`src/rtl/instruction_fetch_if.sv`:
```
// Bus bundle between the fetch stage, the instruction memory port and decode.
// The fetch stage uses the master modport; memory/decode/redirect logic uses slave.
interface instruction_fetch_if #(
    parameter int PERF_WIDTH = 32
);
    logic [31:0]           imem_address;
    logic                  imem_enable;
    logic [31:0]           imem_data;
    logic                  imem_wait;
    logic                  redirect_valid;
    logic [31:0]           redirect_pc;
    logic                  out_valid;
    logic                  out_ready;
    logic [31:0]           out_pc;
    logic [31:0]           out_instr;
    logic                  out_misaligned;
    logic [PERF_WIDTH-1:0] perf_fetched;
    logic [PERF_WIDTH-1:0] perf_stalls;

    modport master (
        output imem_address, imem_enable,
        input  imem_data, imem_wait,
        input  redirect_valid, redirect_pc,
        output out_valid, out_pc, out_instr, out_misaligned,
        input  out_ready,
        output perf_fetched, perf_stalls
    );

    modport slave (
        input  imem_address, imem_enable,
        output imem_data, imem_wait,
        output redirect_valid, redirect_pc,
        input  out_valid, out_pc, out_instr, out_misaligned,
        output out_ready,
        input  perf_fetched, perf_stalls
    );
endinterface

```
`src/rtl/instruction_fetch.sv`:
```
// Fetch stage: issues PCs to a 1-cycle synchronous ROM and buffers responses in a 2-entry FIFO.
// Optional performance counters are built when IFETCH_PERF_EN is defined.
module instruction_fetch #(
    parameter logic [31:0] RESET_PC   = 32'h0000_0000,
    parameter int          PERF_WIDTH = 32
) (
    input  logic               clk,
    input  logic               reset,
    instruction_fetch_if.master bus
);
    logic [31:0] pc_q, pc_d;
    logic [31:0] req_pc_q, req_pc_d;
    logic        resp_pending_q, resp_pending_d;
    logic [31:0] buf_pc_q[2], buf_pc_d[2];
    logic [31:0] buf_instr_q[2], buf_instr_d[2];
    logic        head_q, head_d;
    logic [1:0]  count_q, count_d;

    logic        out_valid;
    logic        pop;
    logic        push;
    logic        issue;
    logic        tail;
    logic [2:0]  occ;
    logic [31:0] fetch_addr;
    logic        fetch_en;

    // NOTE: every signal written here gets a default first so no latch is inferred.
    always_comb begin
        out_valid = (count_q != 2'd0) && !bus.redirect_valid;
        pop       = out_valid && bus.out_ready;
        occ       = {1'b0, count_q} + {2'b00, resp_pending_q};
        // Credits count both buffered entries and the response still in flight.
        fetch_en  = !reset && (bus.redirect_valid || ((occ - {2'b00, pop}) < 3'd2));
        if (reset)
            fetch_addr = RESET_PC;
        else if (bus.redirect_valid)
            fetch_addr = bus.redirect_pc;
        else
            fetch_addr = pc_q;
        issue = fetch_en && !bus.imem_wait;
        push  = resp_pending_q && !bus.redirect_valid;
        tail  = head_q ^ count_q[0];

        pc_d           = pc_q;
        req_pc_d       = req_pc_q;
        resp_pending_d = issue;
        buf_pc_d       = buf_pc_q;
        buf_instr_d    = buf_instr_q;
        head_d         = head_q;
        count_d        = count_q;

        if (issue) begin
            pc_d     = fetch_addr + 32'd4;
            req_pc_d = fetch_addr;
        end else if (bus.redirect_valid) begin
            pc_d = bus.redirect_pc;
        end

        if (bus.redirect_valid) begin
            head_d  = 1'b0;
            count_d = 2'd0;
        end else begin
            if (push) begin
                buf_pc_d[tail]    = req_pc_q;
                buf_instr_d[tail] = bus.imem_data;
            end
            head_d  = head_q ^ pop;
            count_d = count_q + {1'b0, push} - {1'b0, pop};
        end
    end

    // NOTE: the two buffer entries are reset so out_pc/out_instr read zero out of reset.
    always_ff @(posedge clk or posedge reset) begin
        if (reset) begin
            pc_q           <= RESET_PC;
            req_pc_q       <= RESET_PC;
            resp_pending_q <= 1'b0;
            buf_pc_q[0]    <= 32'd0;
            buf_pc_q[1]    <= 32'd0;
            buf_instr_q[0] <= 32'd0;
            buf_instr_q[1] <= 32'd0;
            head_q         <= 1'b0;
            count_q        <= 2'd0;
        end else begin
            // NOTE: non-blocking assignments keep every flop updating from pre-edge values.
            pc_q           <= pc_d;
            req_pc_q       <= req_pc_d;
            resp_pending_q <= resp_pending_d;
            buf_pc_q       <= buf_pc_d;
            buf_instr_q    <= buf_instr_d;
            head_q         <= head_d;
            count_q        <= count_d;
        end
    end

    assign bus.imem_address   = fetch_addr;
    assign bus.imem_enable    = fetch_en;
    assign bus.out_valid      = out_valid;
    assign bus.out_pc         = buf_pc_q[head_q];
    assign bus.out_instr      = buf_instr_q[head_q];
    assign bus.out_misaligned = (buf_pc_q[head_q][1:0] != 2'b00);

`ifdef IFETCH_PERF_EN
    logic [PERF_WIDTH-1:0] perf_fetched_q, perf_fetched_d;
    logic [PERF_WIDTH-1:0] perf_stalls_q, perf_stalls_d;

    always_comb begin
        perf_fetched_d = perf_fetched_q + PERF_WIDTH'(pop);
        perf_stalls_d  = perf_stalls_q + PERF_WIDTH'(out_valid && !bus.out_ready);
    end

    always_ff @(posedge clk or posedge reset) begin
        if (reset) begin
            perf_fetched_q <= '0;
            perf_stalls_q  <= '0;
        end else begin
            perf_fetched_q <= perf_fetched_d;
            perf_stalls_q  <= perf_stalls_d;
        end
    end

    assign bus.perf_fetched = perf_fetched_q;
    assign bus.perf_stalls  = perf_stalls_q;
`else
    assign bus.perf_fetched = {PERF_WIDTH{1'b0}};
    assign bus.perf_stalls  = {PERF_WIDTH{1'b0}};
`endif

endmodule

```
`src/flat_wrapper.sv`:
```
// flat-port wrapper written by rule: the top's interface ports become plain ports
module instruction_fetch_flat 
#(
    parameter logic [31:0] RESET_PC   = 32'h0000_0000,
    parameter int          PERF_WIDTH = 32
)
  (clk, reset, bus_imem_address, bus_imem_enable, bus_imem_data, bus_imem_wait, bus_redirect_valid, bus_redirect_pc, bus_out_valid, bus_out_pc, bus_out_instr, bus_out_misaligned, bus_out_ready, bus_perf_fetched, bus_perf_stalls);
  instruction_fetch_if #(.PERF_WIDTH(PERF_WIDTH)) bus_i ();
  input  logic clk;
  input  logic reset;
  output wire logic [$bits(bus_i.imem_address)-1:0] bus_imem_address;
  output wire logic [$bits(bus_i.imem_enable)-1:0] bus_imem_enable;
  input wire logic [$bits(bus_i.imem_data)-1:0] bus_imem_data;
  input wire logic [$bits(bus_i.imem_wait)-1:0] bus_imem_wait;
  input wire logic [$bits(bus_i.redirect_valid)-1:0] bus_redirect_valid;
  input wire logic [$bits(bus_i.redirect_pc)-1:0] bus_redirect_pc;
  output wire logic [$bits(bus_i.out_valid)-1:0] bus_out_valid;
  output wire logic [$bits(bus_i.out_pc)-1:0] bus_out_pc;
  output wire logic [$bits(bus_i.out_instr)-1:0] bus_out_instr;
  output wire logic [$bits(bus_i.out_misaligned)-1:0] bus_out_misaligned;
  input wire logic [$bits(bus_i.out_ready)-1:0] bus_out_ready;
  output wire logic [$bits(bus_i.perf_fetched)-1:0] bus_perf_fetched;
  output wire logic [$bits(bus_i.perf_stalls)-1:0] bus_perf_stalls;
  assign bus_imem_address = bus_i.imem_address;
  assign bus_imem_enable = bus_i.imem_enable;
  assign bus_i.imem_data = bus_imem_data;
  assign bus_i.imem_wait = bus_imem_wait;
  assign bus_i.redirect_valid = bus_redirect_valid;
  assign bus_i.redirect_pc = bus_redirect_pc;
  assign bus_out_valid = bus_i.out_valid;
  assign bus_out_pc = bus_i.out_pc;
  assign bus_out_instr = bus_i.out_instr;
  assign bus_out_misaligned = bus_i.out_misaligned;
  assign bus_i.out_ready = bus_out_ready;
  assign bus_perf_fetched = bus_i.perf_fetched;
  assign bus_perf_stalls = bus_i.perf_stalls;
  instruction_fetch #(.RESET_PC(RESET_PC), .PERF_WIDTH(PERF_WIDTH)) u_core (.clk(clk), .reset(reset), .bus(bus_i));
endmodule
```
`config.mk`:
```
export PLATFORM = sky130hd
export DESIGN_NAME = instruction_fetch_flat
export DESIGN_NICKNAME = d
export VERILOG_FILES = /design/src/rtl/instruction_fetch_if.sv /design/src/rtl/instruction_fetch.sv /design/src/flat_wrapper.sv
export SDC_FILE = /design/constraint.sdc
export NUM_CORES = 1
export LEC_CHECK = 0
export ABC_AREA = 1
export ABC_CLOCK_PERIOD_IN_PS = 5930
export CAP_MARGIN = 20
export CORE_ASPECT_RATIO = 0.7
export CORE_MARGIN = 8
export CORE_UTILIZATION = 35
export CTS_BUF_LIST = sky130_fd_sc_hd__clkbuf_16
export DETAILED_ROUTE_END_ITERATION = 7
export HOLD_SLACK_MARGIN = 0.03
export PLACE_DENSITY = 0.66
export SYNTH_ARGS = -nofsm -noshare
export SYNTH_HDL_FRONTEND = slang
export SYNTH_SLANG_ARGS = --single-unit
```
`constraint.sdc`:
```
create_clock -name clk -period 5.93 [get_ports clk]
set_input_delay 1.186 -clock clk [delete_from_list [all_inputs] [get_ports clk]]
set_output_delay 1.186 -clock clk [all_outputs]
set_load 0.02 [all_outputs]
```
Word-level counts from Yosys, hierarchy flattened:

Cells that the tools add are included.

* bits in registers: 196
* logic and storage cells: 51

* add/sub/neg operators: 5
* order comparisons: 4
* multiplexer cells: 15
* bitwise operators: 5
* reduce and logical (&&, ||, !) cells: 13

Operators with widths (number)
* $mux W32: 10
* $bwmux W64: 2
* $add A32 B3 Y32 const B: 1
* $demux W32 S1: 1
* $logic_and A1 B1 Y1: 6
* $ge A2 B2 Y1 const B: 2
* $not A1 Y2: 2
* $reduce_bool A2 Y1: 2
* $add A2 B1 Y3: 1
* $logic_not A1 Y1: 3
* $lt A3 B2 Y1 const B: 1
* $sub A3 B1 Y3: 1
* $add A2 B1 Y2: 1
* $lt A2 B1 Y1 const B: 1
* $mux W2: 1
* $reduce_and A2 Y1: 1
* $sub A2 B1 Y2: 1
* $xor A1 B1 Y1: 2
* $logic_or A1 B1 Y1: 1
* $mux W1: 1
* $not A1 Y1: 1

Longest topological paths before layout:

* depth after elaboration: 9
* depth in mapped cells: 18

Worst setup path after synthesis:

OpenSTA, ideal clock, no wires.

* path type: in2out
* from: in reset
* to: out bus_imem_address[24]
* data arrival time: 4.753 ns
* required time: 4.744 ns
* setup slack: -0.009 ns
* stages: 6
* buffers on the path: 3
* cells stage by stage: inv_1 buf_2 buf_2 buf_2 nand2_1 inv_1

* word-level cells in the longest chain between the ends: 1

Ends and longest elaborated chain
* start, declared: RTL line flat_wrapper.sv:10 `input logic reset;`
* $mux W32: RTL line instruction_fetch.sv:35 `if (reset)`
* end, declared: RTL line flat_wrapper.sv:11 `output wire logic [$bits(bus_i.imem_address)-1:0] bus_imem_address;`

No other way between the ends.

Final worst setup path:

* from: in bus_redirect_valid
* to: out bus_imem_enable

* word-level cells in the longest chain between the ends: 7

Ends and longest elaborated chain
* start, declared: RTL line flat_wrapper.sv:15 `input wire logic [$bits(bus_i.redirect_valid)-1:0] bus_redirect_valid;`
* $logic_not A1 Y1: RTL line instruction_fetch.sv:30 `out_valid = (count_q != 2'd0) && !bus.redirect_valid;`
* $logic_and A1 B1 Y1: RTL line instruction_fetch.sv:30
* $logic_and A1 B1 Y1: RTL line instruction_fetch.sv:31 `pop = out_valid && bus.out_ready;`
* $sub A3 B1 Y3: RTL line instruction_fetch.sv:34 `fetch_en = !reset && (bus.redirect_valid || ((occ - {2'b00, pop}) < 3'd2));`
* $lt A3 B2 Y1: RTL line instruction_fetch.sv:34
* $logic_or A1 B1 Y1 (*): RTL line instruction_fetch.sv:34
* $logic_and A1 B1 Y1 (*): RTL line instruction_fetch.sv:34
* end, declared: RTL line flat_wrapper.sv:12 `output wire logic [$bits(bus_i.imem_enable)-1:0] bus_imem_enable;`

Mark *: on every way between the ends. The rest lies on a longest branch, timed or not.

==> metrics.md <==
| Metric | Value |
|---|---|
| Status | finished clean |
| Synthesized area per cell | 7.562 um2 |
| Post_cts resized | 0 |
| Worst skew pair latency | 450 ps |
| Vias per cell | 4.612 |
| Initial Utilization | 35.11% |
| Met3 Routed Length | 2.018 mm |
| VDD IR max | 0.0002125 V |
| CTS root buf | clkbuf_16 |
| Cell count after synthesis | 1326 |
| Synth-to-Final Area Change | 23.52% |
| Max FO, Critical Path | 3 |
| Netlist cell types | 33 |
| Max stage delay on crit path | 610 ps |
| Setup ws final | 814.4 ps |
| Worst Skew | 13.64 ps |
| Switching part of the total | 36.23% |
| Crit path required time | 4740 ps |
| Switching pwr | 1689 uW |
| Setup bufs post-CTS | 0 |
| Peak Freq | 0.1955 GHz |
| DRT met1 WL | 13.47 mm |
| Die Y | 157.6 um |
| Crit path DAT | 3930 ps |
| Synth Register Bits | 196 |
| Vias in the first global route | 8255 |
| CTS HTree Levels | 4 |
| Worst-path clk slew | 70 ps |
| Cell with the most instances after synthesis | nand2_1 |
| TritonCTS clock tree | done |
| Area after DPL | 11720 um2 |
| Mapped Area | 10030 um2 |
| CTS Buffer Depth | 2 |
| Least-Margin Pin Slew | 847.5 ps |
| Crit path kind | in -> out |
| Total track usage | 16.37% |
| # DRC | 0 |
| Slowest cell on the critical path | clkdlybuf4s50_1 |
| Most frequent cells after synthesis | nand2_1, dfrtp_1, o21ai_0 |
| Routed wl met2 | 12.48 mm |
| Reg2reg setup slack | 2290 ps |
| Largest net degree at the start of global routing | 124 |
| Pins Over Slew Limit | 0 |
| Fin area | 12390 um2 |
| Int Power | 2972 uW |
| MaxCap Viol Count | 0 |
| P_leak | 0.006228 uW |
| Remaining Overflow, GRT | 0 |
| TritonCTS buffer count | 17 |
| Pre-CTS WS | 817.2 ps |
| Clock power share | 25.6% |
| DR top layer | met4 |
| Total detailed-routing wirelength | 28.31 mm |
| # rows | 52 |
| Fin crit period | 5116 ps |
| Die width | 218.3 um |
| Via count | 8536 |
| Total power | 4660 uW |
| RSZ-0062 raised after global routing | false |
| Core Box Area | 28560 um2 |
| Synth top area share | 48.91% |
| Drt wl/cell | 15.29 um |
| Post-synth top area cell | dfrtp_1 |
| Worst hold path class | reg -> reg |
| Post-CTS Hold Fix Bufs | 0 |
| First-pass GRT wire length | 45.05 mm |
| Num ports | 232 |
| Setup TNS | 0 ps |
| Share of cells above drive strength 1 | 5.974% |
| Worst Setup End Kind | primary output |
| Fin crit share | 86.27% |
| Register area share after synthesis | 48.91% |
| DR iter-0 viols | 777 |
| Endpoints failing hold | 0 |
| Drt first pass iters | 6 |
| Placer Congestion | 0.9035 |
| CP Cell Sequence | clkdlybuf4s50_1 > a21oi_1 > nand2_1 > inv_1 > ha_1 > or2_2 > fa_1 > nand3_1 > nand2_2 > nand2_1 > inv_1 > clkdlybuf4s50_1 |
| CTS sink cnt | 196 |
| Worst Hold Slack | 486.8 ps |
| Final net count | 1534 |
| Yosys warnings | 0 |
| Worst setup SP type | input port |
| Initial antenna violation count | 0 |
| Setup-failing EPs final | 0 |
| Detail Route Antenna Nets | 0 |
| Predominant post-synthesis flop cell | dfrtp_1 |
| DPL Wire Length | 19.87 mm |
| EDFF count, synth | 0 |
| Flop pwr share | 41.7% |
| Slew HR | 43.50% |
| Ant diodes | 0 |
| Logic pwr share | 32.8% |
| Ys async rst share | 100.0% |
| Top cells by area, synth | dfrtp_1, nand2_1, o21ai_0 |
| DIE AREA | 34410 um2 |
| PortBufs | 167 |
| Power per standard cell area | 376.3 nW/um2 |
-- critical path, delay by kind of cell --
family,cells,cell delay (ps)
compound gates,1,160
fa+ha+maj,2,720
buf+inv,4,1210
simple gates,5,650
-- flip-flops by register name, indices dropped and copies added (netlist names) --
register / flops
u_core.pc_q: 32
u_core.head_q: 1
u_core.resp_pending_q: 1
u_core.buf_instr_q: 64
u_core.buf_pc_q: 64
u_core.count_q: 2
u_core.req_pc_q: 32
-- final cells by class --
type	count	area, um2
inverter	135	514.2
clock inverter	15	183.9
timing repair buffer	180	1809
tap	378	473.0
fill	2889	16180
multi-input combinational	930	4074
clock buffer	17	425.4
sequential	196	4906
-- per-stage QoR --
step,util (%),instances
floorplan,-,1389
global placement,41.04,1817
detailed placement,41.04,1817
CTS,43.17,1849
global route,43.36,1851
finish,43.36,1851
-- routing by layer --
layer	GRT usage, %	vias to the layer above
met5	0	-
met4	3.957	0
met3	4.105	23
met2	24.66	266
met1	23.28	4042
li1	-	4205
-- power groups by stage --
stage / clock network (uW) / logic [uW] / registers, uW
2_1_floorplan: 0 / 944 / 1910
3_3_place_gp: 0 / 1520 / 1950
3_5_place_dp: 0 / 1540 / 1960
4_1_cts: 1230 / 1550 / 1940
5_1_grt: 1280 / 1710 / 1990
6_report: 1190 / 1530 / 1940
-- cells by family (layout without fill, tap and decap cells) --
| family | after synthesis | count (layout) | share of synthesized area, % |
|---|---|---|---|
| other cells | 1 | 64 | 0.03740 |
| fa+ha+maj | 5 | 5 | 0.6988 |
| mux | 1 | 1 | 0.09983 |
| flops | 196 | 196 | 48.91 |
| xor+xnor | 12 | 12 | 1.048 |
| compound gates | 179 | 179 | 8.984 |
| simple gates | 669 | 669 | 27.25 |
| buf+inv | 263 | 347 | 12.96 |
-- worst paths after layout --
| path | startpoint | endpoint | cells past startpoint |
|---|---|---|---|
| max | bus_redirect_valid | bus_imem_enable | 12 |
| min reg2reg | u_core.buf_pc_q[51]$_DFFE_PP0P_ | u_core.buf_pc_q[51]$_DFFE_PP0P_ | 2 |
| min in group asynchronous | reset | u_core.pc_q[13]$_DFF_PP0_ | 2 |
| min | u_core.buf_pc_q[51]$_DFFE_PP0P_ | u_core.buf_pc_q[51]$_DFFE_PP0P_ | 2 |
| max in group asynchronous | reset | u_core.buf_instr_q[58]$_DFFE_PP0P_ | 3 |
| max reg2reg | u_core.count_q[1]$_DFF_PP0_ | u_core.pc_q[22]$_DFF_PP0_ | 14 |
-- placed cells by master, fill, tap and decap left out, types with 2 or more instances in the layout --
| master | Yosys | final |
|---|---|---|
| ha_1 | 4 | 4 |
| nor2_2 | 8 | 8 |
| nor2_4 | 7 | 7 |
| dfrtp_1 | 196 | 195 |
| a21oi_1 | 14 | 14 |
| nand3_1 | 47 | 47 |
| inv_6 | 0 | 7 |
| clkinv_8 | 0 | 4 |
| o21ai_1 | 4 | 4 |
| xor2_1 | 10 | 10 |
| clkbuf_16 | 0 | 17 |
| and2_1 | 2 | 2 |
| nor2_1 | 58 | 58 |
| buf_16 | 0 | 2 |
| inv_2 | 3 | 4 |
| inv_8 | 0 | 2 |
| nand4_1 | 7 | 7 |
| inv_1 | 132 | 130 |
| nand2_1 | 519 | 517 |
| o21ai_0 | 159 | 159 |
| clkdlybuf4s50_1 | 0 | 167 |
| buf_4 | 65 | 11 |
| nand2_2 | 13 | 13 |
| or2_2 | 4 | 4 |
| xnor2_1 | 2 | 2 |
| conb_1 | 1 | 64 |
| nand2_4 | 0 | 2 |
No activity file was read; power rests on OpenSTA's default activity.
